**config.mk**
```make
export PLATFORM = sky130hd
export DESIGN_NAME = ahb_acc_master
export DESIGN_NICKNAME = d
export VERILOG_FILES = /design/src/rtl/ahb_acc_master.sv
export SDC_FILE = /design/constraint.sdc
export NUM_CORES = 1
export LEC_CHECK = 0
export CAP_MARGIN = 0
export CORE_MARGIN = 8
export CORE_UTILIZATION = 47
export CTS_CLUSTER_DIAMETER = 60
export DETAILED_ROUTE_END_ITERATION = 8
export PLACE_DENSITY = 0.89
export SLEW_MARGIN = 10
export SYNTH_ARGS = -nofsm -noshare
export SYNTH_HDL_FRONTEND = slang
export SYNTH_SLANG_ARGS = --single-unit
export TNS_END_PERCENT = 5
```
**constraint.sdc**
```tcl
create_clock -name clk -period 4.8 [get_ports clk]
set_clock_uncertainty 0.05 [all_clocks]
set_input_delay 0.96 -clock clk [delete_from_list [all_inputs] [get_ports clk]]
set_output_delay 0.96 -clock clk [all_outputs]
set_load 0.02 [all_outputs]
```
**src/rtl/ahb_acc_master.sv**
```systemverilog
// AHB-Lite manager for accelerator-initiated word transfers.
// Turns one command into a pipelined single or INCR burst.
module ahb_acc_master #(
    parameter int MAX_LEN = 16
) (
    input  logic        clk,
    input  logic        reset_n,
    input  logic        cmd_valid,
    output logic        cmd_ready,
    input  logic        cmd_write,
    input  logic [31:0] cmd_addr,
    input  logic [4:0]  cmd_len,
    input  logic [31:0] wr_data,
    output logic        wr_ready,
    output logic [31:0] rd_data,
    output logic        rd_valid,
    output logic        done,
    output logic        err,
    output logic [31:0] HADDR,
    output logic [1:0]  HTRANS,
    output logic        HWRITE,
    output logic [2:0]  HSIZE,
    output logic [2:0]  HBURST,
    output logic [31:0] HWDATA,
    input  logic [31:0] HRDATA,
    input  logic        HREADY,
    input  logic        HRESP
);

    typedef enum logic [2:0] {
        S_IDLE,
        S_ADDR,
        S_BURST,
        S_LAST,
        S_ERR
    } state_t;

    localparam logic [1:0] TR_IDLE   = 2'b00;
    localparam logic [1:0] TR_NONSEQ = 2'b10;
    localparam logic [1:0] TR_SEQ    = 2'b11;
    localparam logic [2:0] B_SINGLE  = 3'b000;
    localparam logic [2:0] B_INCR    = 3'b001;
    localparam logic [4:0] LEN_MAX   = 5'(MAX_LEN);

    state_t      state_q, state_d;
    logic        write_q, write_d;
    logic [31:0] addr_q, addr_d;
    logic [4:0]  cnt_q, cnt_d;
    logic [2:0]  burst_q, burst_d;
    logic [31:0] hwdata_q, hwdata_d;
    logic [31:0] rd_data_q, rd_data_d;
    logic        rd_valid_q, rd_valid_d;
    logic        done_q, done_d;
    logic        err_q, err_d;

    logic [4:0]  len_eff;
    logic [1:0]  htrans;
    logic        dphase;
    logic        err_hit;
    logic        wr_pop;

    // Next-state, bus-phase and capture logic for the command FSM.
    always_comb begin
        state_d    = state_q;
        write_d    = write_q;
        addr_d     = addr_q;
        cnt_d      = cnt_q;
        burst_d    = burst_q;
        err_d      = err_q;
        done_d     = 1'b0;
        htrans     = TR_IDLE;

        len_eff = cmd_len;
        if (cmd_len == 5'd0) begin
            len_eff = 5'd1;
        end else if (cmd_len > LEN_MAX) begin
            len_eff = LEN_MAX;
        end

        // A data phase is in flight in every state past the first address.
        dphase  = (state_q == S_BURST) || (state_q == S_LAST) ||
                  (state_q == S_ERR);
        err_hit = dphase && (state_q != S_ERR) && HRESP && !HREADY;

        unique case (state_q)
            S_IDLE: begin
                if (cmd_valid) begin
                    state_d = S_ADDR;
                    write_d = cmd_write;
                    addr_d  = {cmd_addr[31:2], 2'b00};
                    cnt_d   = len_eff - 5'd1;
                    burst_d = (len_eff == 5'd1) ? B_SINGLE : B_INCR;
                    err_d   = 1'b0;
                end
            end
            S_ADDR: begin
                htrans = TR_NONSEQ;
                if (HREADY) begin
                    if (cnt_q == 5'd0) begin
                        state_d = S_LAST;
                    end else begin
                        state_d = S_BURST;
                        addr_d  = addr_q + 32'd4;
                        cnt_d   = cnt_q - 5'd1;
                    end
                end
            end
            S_BURST: begin
                if (err_hit) begin
                    state_d = S_ERR;
                end else begin
                    // Crossing a 1 KB line must restart as NONSEQ.
                    htrans = (addr_q[9:0] == 10'd0) ? TR_NONSEQ : TR_SEQ;
                    if (HREADY) begin
                        if (cnt_q == 5'd0) begin
                            state_d = S_LAST;
                        end else begin
                            addr_d = addr_q + 32'd4;
                            cnt_d  = cnt_q - 5'd1;
                        end
                    end
                end
            end
            S_LAST: begin
                if (err_hit) begin
                    state_d = S_ERR;
                end else if (HREADY) begin
                    state_d = S_IDLE;
                    done_d  = 1'b1;
                end
            end
            S_ERR: begin
                if (HREADY) begin
                    state_d = S_IDLE;
                    done_d  = 1'b1;
                    err_d   = 1'b1;
                end
            end
            default: begin
                state_d = S_IDLE;
            end
        endcase

        wr_pop   = write_q && htrans[1] && HREADY;
        hwdata_d = wr_pop ? wr_data : hwdata_q;

        rd_valid_d = !write_q && dphase && (state_q != S_ERR) &&
                     HREADY && !HRESP;
        rd_data_d  = rd_valid_d ? HRDATA : rd_data_q;
    end

    // State and output registers; reset aborts any transfer at once.
    always_ff @(posedge clk or negedge reset_n) begin
        if (!reset_n) begin
            state_q    <= S_IDLE;
            write_q    <= 1'b0;
            addr_q     <= 32'd0;
            cnt_q      <= 5'd0;
            burst_q    <= B_SINGLE;
            hwdata_q   <= 32'd0;
            rd_data_q  <= 32'd0;
            rd_valid_q <= 1'b0;
            done_q     <= 1'b0;
            err_q      <= 1'b0;
        end else begin
            state_q    <= state_d;
            write_q    <= write_d;
            addr_q     <= addr_d;
            cnt_q      <= cnt_d;
            burst_q    <= burst_d;
            hwdata_q   <= hwdata_d;
            rd_data_q  <= rd_data_d;
            rd_valid_q <= rd_valid_d;
            done_q     <= done_d;
            err_q      <= err_d;
        end
    end

    assign cmd_ready = (state_q == S_IDLE);
    assign wr_ready  = wr_pop;
    assign rd_data   = rd_data_q;
    assign rd_valid  = rd_valid_q;
    assign done      = done_q;
    assign err       = err_q;
    assign HADDR     = addr_q;
    assign HTRANS    = htrans;
    assign HWRITE    = write_q;
    assign HSIZE     = 3'b010;
    assign HBURST    = burst_q;
    assign HWDATA    = hwdata_q;

endmodule

```
# Word-level counts from Yosys, hierarchy flattened
# Index checks and enable logic that the tools add are counted.
# totals
register_bits	111
elab_cells	81
# classes
add_sub_neg	3
n_lt_le_gt_ge	1
n_eq_ne	12
mux	31
n_reduce_logical	24
# ops
op	n
two-way mux 32 bit	4
one-hot mux 32 bit (3 select lines)	1
adder 32 x 3 -> 32 bit, second input constant	1
two-way mux 5 bit	6
two-way mux 3 bit	7
one-hot mux 3 bit (5 select lines)	1
one-hot mux 5 bit (3 select lines)	1
logical NOT 10 bit	1
logical NOT 5 bit	2
subtractor 5 x 1 -> 5 bit, second input constant	2
logical AND 1 bit	9
inequality test 2 bit, second input constant	4
two-way mux 1 bit	7
== test 3 x 2 -> 1 bit, second input constant	2
inequality test 3 bit, second input constant	2
AND reduction 3 bit	2
== test 5 x 1 -> 1 bit, second input constant	1
greater-than comparator 5 bit, second input constant	1
one-hot mux 1 bit (2 select lines)	2
one-hot mux 2 bit (2 select lines)	1
AND reduction 4 bit	1
== test 3 x 1 -> 1 bit, second input constant	1
== test 3 bit, second input constant	1
logical NOT 1 bit	3
7 further kinds	8

# Depth between registers and ports, before layout
# logic_depth
depth_word	10
depth_mapped	9

# Worst setup path before layout
# Ideal clock, no wire load.
# synth_timing
path_type	input port to output port
from	input port HREADY
to	output port HTRANS[0]
arrival_ns	1.904
required_time_ns	3.790
slack_ns	1.886
cell_stages	4
n_path_buf	1
cell_sequence	clkbuf_1 > nand2b_1 > nand3_1 > a41oi_1
# synth_between
elab_chain_cells	4
# synth_lines
element	line	source
start, declared	26	input logic HREADY,
logical NOT 1 bit	83	err_hit = dphase && (state_q != S_ERR) && HRESP && !HREADY;
logical AND 1 bit	83	
two-way mux 2 bit	109	if (err_hit) begin
one-hot mux 2 bit (2 select lines)	85	unique case (state_q)
end, declared	20	output logic [1:0] HTRANS,
# Every way passes these cells.

# Worst setup path in the final report
# Same ends and word-level chain as after synthesis.

==> impl_results.md <==
- Crit start category: input port
- Post-Route Setup TNS: 0 ps
- Port buffer count: 207
- Hold WS: about 430 ps
- Vias per inst: roughly 5.6
- H-tree levels: 3
- Crit path arrival time: 2890 ps
- Pins Over Slew Limit: 0
- Post-synth ARST share: 100%
- Die W: 121 µm
- Leakage power: between 3 and 4 nW
- Cts repair resizes: 0
- Fin. Hold Viols: 0
- Nature of the critical path endpoint: primary output
- FMAX: around 260 MHz
- Cts hold-fix bufs: 0
- DRC viols: 0
- Vias in the first global route: 4960
- CP required: roughly 3800 ps
- Antenna Cells: 0
- Sum of net half-perimeters after detailed placement: between 10 and 15 mm
- Reg-to-reg slack, setup: between 2000 and 2500 ps
- Pin count of the biggest net entering global routing: 71
- Met2 usage: a little under two fifths
- Worst min path class: reg -> reg
- Power per Cell Area: approximately 720 nW/µm²
- EDFF count, synth: 0
- Total GRT Usage: 21.6%
- Cell mode on critical path: clkdlybuf4s50_1
- Final Net Count: about 850
- Num CTS Buffers: 9
- Clk sinks: around 110
- Avg Cell Area, Syn: 9.59 µm²
- Die height: roughly 120 µm
- Initial antenna violation count: 0
- P_int: roughly 3 mW
- Maximum vdd drop: roughly 0.41 mV
- Status: finished clean
- Sequential-to-total area share from yosys stat: between 50% and 60%
- Core area: approximately 11000 µm²
- Min-delay src: rd_data[22]$_DFFE_PN0P_
- CTS Buffer Depth: 2
- CTS clk-pin slew, worst paths: 100 ps
- 1st-pass router iterations: 5
- Sw Share: 43.3%
- Boundary pin count: 217
- Initial Utilization: between 40 and 50%
- Comb power frac: 55.8%
- FF-to-FF End: HADDR[10]$_DFFE_PN0P_
- Number of distinct library cells after synthesis: just over 60
- Reg2reg start: state_q[0]$_DFFE_PN0P_
- Antenna-violating nets left: 0
- Worst Path Class, Setup: in -> out
- Slew margin rel.: 35.8%
- First-pass GRT wire length: 25.2 mm
- Clk Tree Root Cell: clkbuf_8
- Met1 Use GR: 23.2%
- Worst Tran Pin Value: about 960 ps
- Via count: slightly below 5000
- Area Overhead vs Synth: 44.8%
- Unrepaired setup endpoints after global routing: false
- Area of the mapped netlist: about 5200 µm²
- YS warnings: 0
- Share of cells above drive strength 1: between 9 and 10%
- Post-layout min period: just under 4000 ps
- Setup violators final: 0
- Iter 0 DRT Violations: between 500 and 600
- Critical-path cell list: clkdlybuf4s50_1 > nand2b_1 > nand3_1 > a41oi_1 > clkdlybuf4s50_1
- DIE AREA: around 15000 µm²
- Sequential power share: between 30% and 40%
- Critical path's largest stage delay: around 700 ps
- Site row count: 38
- Worst-skew pair later-pin latency: approximately 400 ps
- Post-CTS setup buffer count: 0
- GRT busiest layer: met2
- CTS tree: done
- Worst reg2reg path depth: 7
- Critical-path top delay cell: clkdlybuf4s50_1
- Synthesized flop and latch total: 107
- M3 GR Usage: a little under a tenth
- Main synth FF type: dfrtp_1
- Sw power: roughly 2.4 mW
- RePlAce Congestion: between 0.9 and 1
- Hold EP: rd_data[22]$_DFFE_PN0P_
- Period Utilization, post-route: approximately four fifths
- Max Cap Viol: 0
- Clock share of power: approximately 12%
- Mapped Cells: 544
- Hold Path Cell Cnt: 2
- CP max FO: 11
- Routed WL per cell: roughly 18 µm
- Total wire length: 16.2 mm
- Total gr overflow: 0
## flip-flops by register name, summed over array words and instances, names as in the netlist
register  count
HWDATA       32
cnt_q         5
done          1
state_q       3
rd_data      32
HBURST        1
HADDR        30
err           1
rd_valid      1
HWRITE        1
## through the flow
| step | setup WS, ps | total power [mW] | utilization [%] | instance area (µm²) | cells |
|---|---|---|---|---|---|
| after floorplan | 1890 | 3.49 | - | 5230 | 549 |
| after global placement | 941 | 4.64 | 67.4 | 7310 | 863 |
| after detailed placement | 922 | 4.77 | 67.4 | 7310 | 863 |
| after CTS | 922 | 5.46 | 69.6 | 7550 | 879 |
| after global routing | 785 | 5.77 | 69.6 | 7550 | 879 |
| final | 902 | 5.44 | 69.6 | 7550 | 879 |
## how the worst max path moves through the flow
stage / start / end / slack, ps / depth (start not counted)
floorplan: HREADY / HTRANS[0] / 1890 / 4
global placement: HREADY / HTRANS[0] / 940 / 5
detailed placement: HREADY / HTRANS[0] / 920 / 5
CTS: HREADY / HTRANS[0] / 920 / 5
global route: HREADY / HTRANS[0] / 790 / 5
finish: HREADY / HTRANS[0] / 900 / 5
## metal layers
metal  routed length [µm]  share of wire (%)  vias to the layer above
met2                 8200                 51                      261
met3                 1730                 11                       39
met5                    0                  0                        -
li1                     -                  -                     2256
met4                  439                2.7                        0
met1                 5850                 36                     2363
## layout by cell type (no fill, tap or decap), types with 4 or more instances in the layout
cell type        instances
clkdlybuf4s50_1        206
nand2_1                129
dfrtp_1                107
a21oi_1                 47
mux2_2                  32
nor2_1                  29
o21ai_0                 26
nand3_1                 18
clkbuf_8                10
inv_1                    9
o22ai_1                  9
nor3_1                   8
nand4_1                  8
conb_1                   7
buf_4                    7
a211oi_1                 6
ha_1                     6
nand2b_1                 4
a31o_2                   4
o22a_1                   4
## kinds of logic after synthesis
kind of cell | count (synthesis) | share of synthesized area, %
muxes | 32 | 6.91
adders and majority gates | 6 | 1.44
DFF | 107 | 51.3
xor gates and xnor gates | 2 | 0.480
and+or+nand+nor | 223 | 19.7
buffers and inverters | 48 | 5.01
AOI/OAI and AO/OA | 124 | 15.0
other | 2 | 0.144
## cells in the mapped netlist, drive strengths merged, types with 4 or more instances
cell type,n,area [µm²]
mux2,32,360
clkbuf,11,43.8
a31o,5,43.8
ha,6,75.1
nand2b,4,25.0
nand3,18,90.1
dfrtp,107,2680
nand4,9,71.3
o21ai,28,144
a21oi,47,235
a211oi,6,45.0
o22a,4,35.0
inv,9,33.8
nor3,9,50.1
buf,28,184
nand2,129,484
nor2,30,115
o22ai,9,56.3
## worst max-delay path: cells and delay by family
family | cells | cell delay (ps)
AND/OR/NAND/NOR | 2 | 300
buffers and inverters | 2 | 1360
AO/OA/AOI/OAI | 1 | 260
## power by group through the flow
stage / clock network (mW) / registers, mW / logic (mW)
4_1_cts: 0.681 / 1.73 / 3.05
3_5_place_dp: 0 / 1.74 / 3.04
3_3_place_gp: 0 / 1.70 / 2.94
5_1_grt: 0.714 / 1.79 / 3.27
2_1_floorplan: 0 / 2.13 / 1.36
6_report: 0.669 / 1.73 / 3.04
## cell type report
class,count,area [µm²]
clock buffers,11,141
clock inverters,5,100
fillers,825,3290
inverters,9,33.8
multi-input cells,394,2310
flip-flops and latches,107,2680
well taps,140,175
repair buffers,213,2110
No activity file was read; power rests on OpenSTA's default activity.
